**src/rtl/multicycle_ctrl.sv**
```systemverilog
// Multi-cycle control FSM for the RV32I core: fetch/decode/execute/memory/writeback sequencing.
// Optional retired-instruction counter on output `instret` when CTRL_INSTRET_EN is defined.
module multicycle_ctrl #(
   parameter bit RESET_FETCH = 1'b1
) (
   input  logic       clk,
   input  logic       rst,
   input  logic       start,
   input  logic [6:0] opcode,
   input  logic       br_taken,
   output logic       imem_req,
   input  logic       imem_ready,
   output logic       dmem_req,
   output logic       dmem_we,
   input  logic       dmem_ready,
   output logic       ir_we,
   output logic       pc_we,
   output logic [1:0] pc_sel,
   output logic [1:0] alu_a_sel,
   output logic       alu_b_sel,
   output logic       rf_we,
   output logic [1:0] wb_sel,
   output logic       illegal,
   output logic [2:0] state
`ifdef CTRL_INSTRET_EN
   ,
   output logic [63:0] instret
`endif
);

   typedef enum logic [2:0] {
      StHalt   = 3'd0,
      StFetch  = 3'd1,
      StDecode = 3'd2,
      StExec   = 3'd3,
      StMem    = 3'd4,
      StWb     = 3'd5,
      StTrap   = 3'd6
   } state_e;

   localparam logic [6:0] OpR      = 7'b0110011;
   localparam logic [6:0] OpImm    = 7'b0010011;
   localparam logic [6:0] OpLoad   = 7'b0000011;
   localparam logic [6:0] OpStore  = 7'b0100011;
   localparam logic [6:0] OpBranch = 7'b1100011;
   localparam logic [6:0] OpJal    = 7'b1101111;
   localparam logic [6:0] OpJalr   = 7'b1100111;
   localparam logic [6:0] OpLui    = 7'b0110111;
   localparam logic [6:0] OpAuipc  = 7'b0010111;

   state_e     state_q;
   logic       illegal_q;
   logic       is_legal;
   logic [1:0] a_sel;
   logic       b_sel;

   always_comb begin
      is_legal = 1'b0;
      case (opcode)
         OpR, OpImm, OpLoad, OpStore, OpBranch, OpJal, OpJalr, OpLui, OpAuipc: is_legal = 1'b1;
         default: is_legal = 1'b0;
      endcase
   end

   // Operand selects are valid only once the opcode has been decoded as legal.
   always_comb begin
      a_sel = 2'd0;
      b_sel = 1'b1;
      case (opcode)
         OpR, OpBranch:  b_sel = 1'b0;
         OpJal, OpAuipc: a_sel = 2'd1;
         OpLui:          a_sel = 2'd2;
         default: ;
      endcase
   end

   always_ff @(posedge clk or posedge rst) begin
      if (rst) begin
         state_q   <= RESET_FETCH ? StFetch : StHalt;
         illegal_q <= 1'b0;
      end else begin
         case (state_q)
            StHalt:   if (start) state_q <= StFetch;
            StFetch:  if (imem_ready) state_q <= StDecode;
            StDecode: begin
               if (is_legal) begin
                  state_q <= StExec;
               end else begin
                  state_q   <= StTrap;
                  illegal_q <= 1'b1;
               end
            end
            StExec: begin
               if (opcode == OpBranch) state_q <= StFetch;
               else if (opcode == OpLoad || opcode == OpStore) state_q <= StMem;
               else state_q <= StWb;
            end
            StMem: begin
               if (dmem_ready) state_q <= (opcode == OpStore) ? StFetch : StWb;
            end
            StWb:   state_q <= StFetch;
            StTrap: state_q <= StTrap;
            default: state_q <= StHalt;
         endcase
      end
   end

   // Outputs are forced low while reset is asserted, so a pending request drops immediately.
   always_comb begin
      imem_req  = 1'b0;
      dmem_req  = 1'b0;
      dmem_we   = 1'b0;
      ir_we     = 1'b0;
      pc_we     = 1'b0;
      pc_sel    = 2'd0;
      alu_a_sel = 2'd0;
      alu_b_sel = 1'b0;
      rf_we     = 1'b0;
      wb_sel    = 2'd0;
      if (!rst) begin
         case (state_q)
            StFetch: begin
               imem_req = 1'b1;
               ir_we    = imem_ready;
            end
            StExec: begin
               alu_a_sel = a_sel;
               alu_b_sel = b_sel;
               if (opcode == OpBranch) begin
                  pc_we  = 1'b1;
                  pc_sel = br_taken ? 2'd1 : 2'd0;
               end
            end
            StMem: begin
               alu_a_sel = a_sel;
               alu_b_sel = b_sel;
               dmem_req  = 1'b1;
               dmem_we   = (opcode == OpStore);
               pc_we     = dmem_ready && (opcode == OpStore);
            end
            StWb: begin
               alu_a_sel = a_sel;
               alu_b_sel = b_sel;
               rf_we     = 1'b1;
               pc_we     = 1'b1;
               if (opcode == OpLoad) wb_sel = 2'd1;
               else if (opcode == OpJal || opcode == OpJalr) wb_sel = 2'd2;
               if (opcode == OpJal) pc_sel = 2'd1;
               else if (opcode == OpJalr) pc_sel = 2'd2;
            end
            default: ;
         endcase
      end
   end

   assign illegal = illegal_q;
   assign state   = state_q;

`ifdef CTRL_INSTRET_EN
   logic [63:0] instret_q;

   always_ff @(posedge clk or posedge rst) begin
      if (rst) instret_q <= 64'd0;
      else if (pc_we) instret_q <= instret_q + 64'd1;
   end

   assign instret = instret_q;
`else
   // No retired-instruction counter in this build.
`endif

endmodule

```
**config.mk**
```make
export PLATFORM = sky130hd
export DESIGN_NAME = multicycle_ctrl
export DESIGN_NICKNAME = d
export VERILOG_FILES = /design/src/rtl/multicycle_ctrl.sv
export SDC_FILE = /design/constraint.sdc
export NUM_CORES = 1
export LEC_CHECK = 0
export ABC_AREA = 1
export ABC_CLOCK_PERIOD_IN_PS = 1680
export CAP_MARGIN = 10
export CORE_MARGIN = 3
export CORE_UTILIZATION = 30
export DETAILED_ROUTE_END_ITERATION = 8
export PLACE_DENSITY_LB_ADDON = 0.05
export RECOVER_POWER = 25
export SYNTH_ARGS = -nofsm -noshare
export SYNTH_HDL_FRONTEND = slang
export SYNTH_SLANG_ARGS = --single-unit
```
**constraint.sdc**
```tcl
create_clock -name clk -period 1.68 [get_ports clk]
set_clock_uncertainty 0.05 [all_clocks]
set_input_delay 0.252 -clock clk [delete_from_list [all_inputs] [get_ports clk]]
set_output_delay 0.252 -clock clk [all_outputs]
set_load 0.02 [all_outputs]
```
==> results of run 1 <==
[path summary, 6_finish.rpt]
| path | from | endpoint | depth (start not counted) |
|---|---|---|---|
| worst min register to register | illegal$_DFFE_PP0P_ | illegal$_DFFE_PP0P_ | 2 |
| max in group asynchronous | rst | state[0]$_DFFE_PP1P_ | 3 |
| min in group asynchronous | rst | state[1]$_DFFE_PP0P_ | 3 |
| worst min-delay path | illegal$_DFFE_PP0P_ | illegal$_DFFE_PP0P_ | 2 |
| worst max register to register | state[1]$_DFFE_PP0P_ | state[2]$_DFFE_PP0P_ | 10 |
| worst max-delay path | state[1]$_DFFE_PP0P_ | alu_a_sel[1] | 7 |
[what timing repair did]
item / in CTS / in global routing
gates cloned: 0 / 0
gates resized for setup: 99 / 4
endpoints found under the setup margin: 15 / 13
setup buffers: 2 / 1
pin swaps: 8 / 5
[worst max-delay path, cell delays in order (launching register included)]
cell and delay (ns):
dfrtp_1 0.41, inv_2 0.06, nand2_2 0.09, nor2_4 0.05, buf_4 0.13, o31ai_4 0.32
nor2_1 0.08, buf_4 0.16
[cells by family (layout without fill, tap and decap cells)]
| logic type | count (synthesis) | in the layout | share of synthesized area, % |
|---|---|---|---|
| AOI/OAI and AO/OA | 12 | 12 | 12.4 |
| DFF | 4 | 4 | 17.3 |
| buffers and inverters | 22 | 84 | 14.1 |
| and+or+nand+nor | 65 | 65 | 56.3 |
[per-layer routing]
layer  vias up  GRT usage (%)  wire length [um]
li1        448              -                 -
met1       401           23.7               954
met2        28           30.4              1040
met3         0           6.53               124
met4         0           2.76                 0
met5         -              0                 0
[state kept, by name, summed over array words and instances, names as in the netlist]
| signal | count |
|---|---|
| illegal | 1 |
| state | 3 |
[metrics by stage]
step | setup TNS, ns | util [%] | cells | area (um^2)
2_1_floorplan | -0.126 | - | 103 | 622
3_3_place_gp | -6.40 | 63.9 | 183 | 1140
3_5_place_dp | -6.78 | 63.9 | 183 | 1140
4_1_cts | -1.45 | 68.8 | 189 | 1230
5_1_grt | -2.41 | 69.5 | 190 | 1240
6_report | -1.37 | 69.5 | 190 | 1240
[cells in the mapped netlist, drive strengths merged]
| master | n |
|---|---|
| nand2 | 27 |
| dfstp | 1 |
| dfrtp | 3 |
| a21oi | 8 |
| o21ai | 1 |
| o211ai | 1 |
| inv | 22 |
| o21bai | 1 |
| nand4 | 2 |
| nor2 | 21 |
| nor4 | 1 |
| nor3 | 4 |
| nand3 | 10 |
| o31ai | 1 |
[final cells by class]
type	instances	area [um^2]
inverter	22	82.6
clock buffer	4	26.3
sequential	4	103
tap	25	31.3
timing repair buffer	58	488
multi-input combinational	77	508
fill	163	544
[power by group]
part | switching [mW] | leakage, nW | internal (mW) | total (mW)
logic | 0.475 | 0.561 | 0.429 | 0.904
registers | 0.0520 | 0.0438 | 0.142 | 0.194
clock network | 0.0478 | 0.0150 | 0.0897 | 0.137
total | 0.575 | 0.620 | 0.660 | 1.24
==> impl_metrics.toml, run 1 <==
[power_and_ir_drop]
peakVddDrop_v = 0.000739
power_leakage_nw = 0.620
power_density_mw_per_mm2 = 997
finalPower_mw = 1.24

[timing]
hold_viol_final = 0
layout_min_cycle_time_ns = 1.86
holdWs_ns = 0.412
period_share_pct = 111
slew_headroom_pct = 79.8
maxSlewViolCount = 0
fin_ws_ns = -0.177
fmax_mhz = 539
setup_viol = 10
rsz0062_at_grt = "true"
max_slew.worst_pin.slew_ns = 0.302

[floorplan]
rows = 15
die_h_um = 50.2
die_area_mm2 = 0.00252
core_mm2 = 0.00178
start_util_pct = 32.9
die_w_um = 50.2
ios = 30

[setup_path]
endpoint_kind = "output pin"
arrival_ns = 1.55
cp.required_ns = 1.38
crit_type = "reg2out"
cp_max_fo = 4
start_kind = "flip-flop"
ff2ff_setup_slack_ns = 0.17

[yosys]
yosys_warnings = 0
syn_nets = 116
ys_seq_area_share_pct = 17.3
netlist_instances = 103
ys_seq_elements = 4
synth_top_area_share_pct = 16.0
netlist_area_um2 = 587
post-synth-top-area-cell = "nand2_1"
synth_area_per_cell_um2 = 5.70
synth.distinct_cells = 19
synthTopCellsByArea = "nand2_1 (16%), dfrtp_1 (13%), nor2_1 (11%), inv_1 (9.6%), nor2_4 (7.7%)"

[clock_network]
clkLatencyLatePin_ns = 0.25
ctsHtreeMaxLevel = 1
clockBufferDepth = 2
cts-hold-fix-buffers = 0
cts_sinks = 4
root_buffer = "clkbuf_4"
cts_tree = "built"
cts-buffers-inserted = 3
clk_pin_slew_worst_paths_ns = 0.04

[final_layout]
antennaDiodeCount = 0
final_cell_mix = "buf_4 (34), nand2_1 (20), nor2_1 (12), inv_2 (11), inv_1 (11)"
layout.nets = 179
final_common_cell = "buf_4"
drive_gt1_share_pct = 52.1
area_growth_pct = 111

[outcome]
status = "complete, but fails checks"
violations = "setup timing"

[global_routing]
antenna_found_initial = 0
grt_max_degree = 6
track_usage_pct = 18.6
grt_pass1_vias = 865
overflow = 0
grt_pass1_wl_um = 3620

[place]
port-buffer-count = 29
pre_cts_ws_ns = -0.718
place.gp.congestion = 0.846
hpwlAfterDp_um = 1640

[route]
drc_errors = 0
drtIter0Drc = 26
dr.pass1.iters = 4
post_drt_wl_per_cell_um = 11.2
postRouteWirelength_um = 2120
vias = 877
ant_nets = 0
viasPerCell = 4.62

[hold_path]
hp-class = "reg2reg"

[run]
max_cap_viol_count = 0
Power figures use the tool's default switching activity.
==> inputs of run 2 (changes only) <==
--- a/config.mk
+++ b/config.mk
@@ -8,11 +8,11 @@
 export ABC_AREA = 1
 export ABC_CLOCK_PERIOD_IN_PS = 1680
 export CAP_MARGIN = 10
-export CORE_MARGIN = 3
 export CORE_UTILIZATION = 30
 export DETAILED_ROUTE_END_ITERATION = 8
 export PLACE_DENSITY_LB_ADDON = 0.05
 export RECOVER_POWER = 25
+export SLEW_MARGIN = 20
 export SYNTH_ARGS = -nofsm -noshare
 export SYNTH_HDL_FRONTEND = slang
 export SYNTH_SLANG_ARGS = --single-unit
==> run 2 against run 1 <==
The run still ends with setup timing left. Die area is 15% lower. Register-to-register slack hardly changed. Clock-buffer cell count stayed put. First-iteration DRC count is 3.8% higher. Combinational power is 2.8% higher. Core utilization is 1.2 points higher. Non-clock buffer count is 6 higher. Via count is 2.9% higher. Design area is 1.7% higher. Sequential share of layout area is 0.14 points lower. Critical path type unchanged. Highest routed layer is now met4.
==> impl_metrics.toml, run 2 (same netlist as run 1, synthesis figures left out) <==
[final_layout]
final_cell_count_no_fill = 196
layout.nets = 185
final_cell_mix = "buf_4 (42), nand2_1 (21), inv_2 (12), nor2_1 (12)"
final_common_cell = "buf_4"
drive_gt1_share_pct = 54.4
largest_register_ffs = 3
utilization_pct = 70.7
antennaDiodeCount = 0
area_growth_pct = 115
finalInstanceArea_mm2 = 0.00126

[outcome]
violations = "setup timing"
status = "complete, but fails checks"

[clock_network]
ctsHtreeMaxLevel = 1
clockBufferDepth = 2
cts_sinks = 4
cts_tree = "built"
clk_pin_slew_worst_paths_ns = 0.04
root_buffer = "clkbuf_4"
clkLatencyLatePin_ns = 0.24
cts-buffers-inserted = 3

[timing]
fmax_mhz = 534
setup_viol = 11
maxSlewViolCount = 0
fin_ws_ns = -0.192
max_slew.worst_pin.slew_ns = 0.281
slew_headroom_pct = 81.2
setup_tns_ns = -1.34
hold_viol_final = 0
rsz0062_at_grt = "true"
layout_min_cycle_time_ns = 1.87
period_share_pct = 111

[global_routing]
grt_pass1_wl_um = 3350
grt_pass1_vias = 788
overflow = 0
antenna_found_initial = 0
grt_max_degree = 7
track_usage_pct = 22.3

[setup_path]
rr_startpoint = "state[0]$_DFFE_PP1P_"
ff2ff_path_depth = 10
ff2ff_setup_slack_ns = 0.17
start_kind = "flip-flop"
cp.required_ns = 1.38
crit_type = "reg2out"
crit_top_cell = "buf_4"
cp_max_fo = 4
crit_chain = "inv_2 > nor3_4 > buf_4 > nand3_2 > a21oi_2 > buf_4"
cp-startpoint = "state[0]$_DFFE_PP1P_"
critPathSlowestCell = "dfstp_2"
crit_end = "pc_sel[0]"
critPathMaxStageDelay_ns = 0.56
rr_endpoint = "state[2]$_DFFE_PP0P_"
endpoint_kind = "output pin"
arrival_ns = 1.57

[place]
hpwlAfterDp_um = 1610
place.gp.congestion = 0.827
placed_cell_area_mm2 = 0.00112
dpl.cell_count = 181
port-buffer-count = 29

[route]
drc_errors = 0
vias = 902
viasPerCell = 4.60
postRouteWirelength_um = 2220
post_drt_wl_per_cell_um = 11.3
drtIter0Drc = 27
ant_nets = 0
dr.pass1.iters = 4

[power_and_ir_drop]
power_leakage_nw = 0.644
power_density_mw_per_mm2 = 988
peakVddDrop_v = 0.000901
finalPower_mw = 1.25

[floorplan]
ios = 30
rows = 15
die_h_um = 46.2
die_w_um = 46.2
die_area_mm2 = 0.00214
start_util_pct = 32.9
core_mm2 = 0.00178

[hold_path]
min_path_cells = 2
hp-class = "reg2reg"

[run]
max_cap_viol_count = 0
[run 2: repair_timing]
action                                  CTS  global route
setup buffers                            10             1
pin swaps                                10             1
resized for setup                        87             9
endpoints found under the setup margin   15            15
hold buffers                              0             0
hold endpoints to repair                  0             0
gates cloned                              0             0
[run 2: worst min path at each step]
stage,to,start,slack (ns)
6_report,illegal$_DFFE_PP0P_,illegal$_DFFE_PP0P_,0.41
5_1_grt,illegal$_DFFE_PP0P_,illegal$_DFFE_PP0P_,0.45
4_1_cts,illegal$_DFFE_PP0P_,illegal$_DFFE_PP0P_,0.42
3_5_place_dp,illegal$_DFFE_PP0P_,illegal$_DFFE_PP0P_,0.41
3_3_place_gp,illegal$_DFFE_PP0P_,illegal$_DFFE_PP0P_,0.40
2_1_floorplan,illegal$_DFFE_PP0P_,rst,-0.003
[run 2: cell type report]
cell class                 count  area (um^2)
sequential                     4          103
fill                         150          523
multi-input combinational     77          484
tap                           25         31.3
clock buffer                   4         26.3
inverter                      22         82.6
timing repair buffer          64          533
[run 2: per-layer routing]
metal	wire length, um	vias to the layer above	global-route usage (%)
li1	-	464	-
met1	983	395	28.4
met2	1010	37	37.2
met3	141	6	5.49
met4	82	0	5.88
met5	0	-	0
[run 2: critical path: cells and delay by family, from the launching register on]
kind,cells,cell delay [ns]
compound gates,1,0.12
buf+inv,3,0.38
flops,1,0.56
simple gates,2,0.28
[run 2: power by group]
part	switching [mW]	internal, mW	total, mW
Clock	0.0432	0.0894	0.133
Combinational	0.472	0.457	0.929
Sequential	0.0425	0.141	0.184
Total	0.558	0.687	1.25
[run 2: stage by stage]
step           setup slack, ns  hold WS (ns)
2_1_floorplan          -0.0631      -0.00298
3_3_place_gp            -0.616         0.400
3_5_place_dp            -0.738         0.407
4_1_cts                 -0.202         0.417
5_1_grt                 -0.266         0.446
6_report                -0.192         0.408
==> inputs of run 3 (changes only) <==
--- a/config.mk
+++ b/config.mk
@@ -10,6 +10,7 @@
 export CAP_MARGIN = 10
 export CORE_UTILIZATION = 30
 export DETAILED_ROUTE_END_ITERATION = 8
+export GPL_TIMING_DRIVEN = 0
 export PLACE_DENSITY_LB_ADDON = 0.05
 export RECOVER_POWER = 25
 export SLEW_MARGIN = 20
==> run 3 against run 2 <==
The run still ends with setup timing left. Via count fell by 11%. Sequential share of layout area rose by 1.2 points. Critical path depth fell by 1. Clock-buffer cell count did not move. Sequential cell count did not move. Total power fell by 8.2%. Hold slack improved by 0.0014 ns. Combinational power fell by 14%. Cell count fell by 13%. Clock power barely moved. Fmax fell by 0.80%. Setup slack got worse by 0.015 ns. Highest routed layer is now met3.
==> impl_metrics.toml, run 3 (same netlist as run 1, synthesis figures left out) <==
[global_routing]
antenna_found_initial = 0
track_usage_pct = 18.8
overflow = 0
grt_pass1_vias = 721
grt_max_degree = 8
grt_pass1_wl_um = 2920

[timing]
rsz0062_at_grt = "true"
fmax_mhz = 530
max_slew.worst_pin.slew_ns = 0.339
setup_viol = 14
layout_min_cycle_time_ns = 1.89
maxSlewViolCount = 0
setup_tns_ns = -1.55
period_share_pct = 112
hold_viol_final = 0
slew_headroom_pct = 77.3
fin_ws_ns = -0.207

[setup_path]
endpoint_kind = "output pin"
cp_max_fo = 5
arrival_ns = 1.59
start_kind = "flip-flop"
rr_startpoint = "state[0]$_DFFE_PP1P_"
crit_type = "reg2out"
cp.required_ns = 1.38
ff2ff_setup_slack_ns = 0.16
ff2ff_path_depth = 9
rr_endpoint = "state[2]$_DFFE_PP0P_"

[floorplan]
die_area_mm2 = 0.00214
start_util_pct = 32.9
die_h_um = 46.2
die_w_um = 46.2
ios = 30
rows = 15
core_mm2 = 0.00178

[clock_network]
ctsHtreeMaxLevel = 1
clkLatencyLatePin_ns = 0.24
clk_pin_slew_worst_paths_ns = 0.04
root_buffer = "clkbuf_4"
clockBufferDepth = 2
cts-buffers-inserted = 3
cts-hold-fix-buffers = 0
cts_tree = "built"
cts_sinks = 4

[final_layout]
area_growth_pct = 88.7
layout.nets = 160
final_common_cell = "nand2_1"
antennaDiodeCount = 0
drive_gt1_share_pct = 51.4
final_cell_count_no_fill = 171
final_cell_mix = "nand2_1 (19), buf_4 (13), inv_2 (12), clkdlybuf4s50_1 (10), inv_1 (9)"
largest_register_ffs = 3

[route]
post_drt_wl_per_cell_um = 11.0
ant_nets = 0
postRouteWirelength_um = 1880
dr.pass1.iters = 4
drc_errors = 0
vias = 802
viasPerCell = 4.69
drtIter0Drc = 11

[place]
hpwlAfterDp_um = 1330
port-buffer-count = 29
dpl.cell_count = 157
pre_cts_ws_ns = -0.688
place.gp.congestion = 0.766

[power_and_ir_drop]
p_int_mw = 0.584
power.share.sequential_pct = 18.6
power_frac_clock_pct = 11.8
power_leakage_nw = 0.528
switching_share_pct = 48.9
power_frac_comb_pct = 69.6
power_density_mw_per_mm2 = 1030
switchingPower_mw = 0.559
peakVddDrop_v = 0.000710

[outcome]
status = "complete, but fails checks"
violations = "setup timing"

[run]
max_cap_viol_count = 0

[hold_path]
hp-class = "in2async"
run 3: cell count changes in the layout (fill, tap and decap cells not counted), moves of 2 or more:
| cell | delta |
|---|---|
| nor2_1 | -4 |
| buf_2 | +2 |
| nor2_4 | +2 |
| nor2_2 | +2 |
| buf_4 | -29 |
| nand2_1 | -2 |
run 3: power groups by stage:
stage / registers [mW] / clock network (mW) / logic (mW)
3_5_place_dp: 0.195 / 0 / 0.606
4_1_cts: 0.201 / 0.140 / 0.698
3_3_place_gp: 0.193 / 0 / 0.608
2_1_floorplan: 0.224 / 0 / 0.364
6_report: 0.212 / 0.135 / 0.796
5_1_grt: 0.217 / 0.150 / 0.871
run 3: final cells by class:
class | instances | area, um^2
well taps | 25 | 31.3
repair buffers | 39 | 352
inverters | 22 | 85.1
multi-input cells | 77 | 509
clock buffers | 4 | 26.3
flip-flops and latches | 4 | 104
fillers | 172 | 676
run 3: worst max-delay path by stage:
stage	from	end	slack, ns	depth (start not counted)
after floorplan	state[0]$_DFFE_PP1P_	pc_sel[1]	-0.06	6
after global placement	opcode[1]	wb_sel[1]	-0.69	8
after detailed placement	opcode[1]	wb_sel[1]	-0.69	8
after CTS	state[0]$_DFFE_PP1P_	pc_sel[0]	-0.21	5
after global routing	state[0]$_DFFE_PP1P_	pc_sel[0]	-0.27	5
final	state[0]$_DFFE_PP1P_	pc_sel[0]	-0.21	5
run 3: per-layer routing:
metal	GRT usage [%]	part of all wire [%]
met5	0	0
met2	28.5	47
met3	6.27	5.0
met1	26.5	48
met4	1.76	0
run 3: worst max-delay path: stages, from the launching register on:
cell	delay, ns
dfstp_2	0.59
inv_2	0.07
nor3_4	0.24
nand3_1	0.14
a21oi_2	0.16
buf_4	0.16
run 3: metrics by stage:
step / utilization [%] / area, um^2 / power [mW] / hold WS (ns)
after floorplan: - / 622 / 0.588 / -0.00298
after global placement: 52.9 / 943 / 0.802 / 0.399
after detailed placement: 52.9 / 943 / 0.800 / 0.400
after CTS: 57.1 / 1020 / 1.04 / 0.410
after global routing: 62.1 / 1110 / 1.24 / 0.452
final: 62.1 / 1110 / 1.14 / 0.409
run 3: repair_timing:
action | CTS | global route
pin swaps | 7 | 9
setup endpoints to repair | 14 | 15
resized for setup | 81 | 22
endpoints found under the hold margin | 0 | 0
cloned | 0 | 0
buffers inserted | 6 | 6
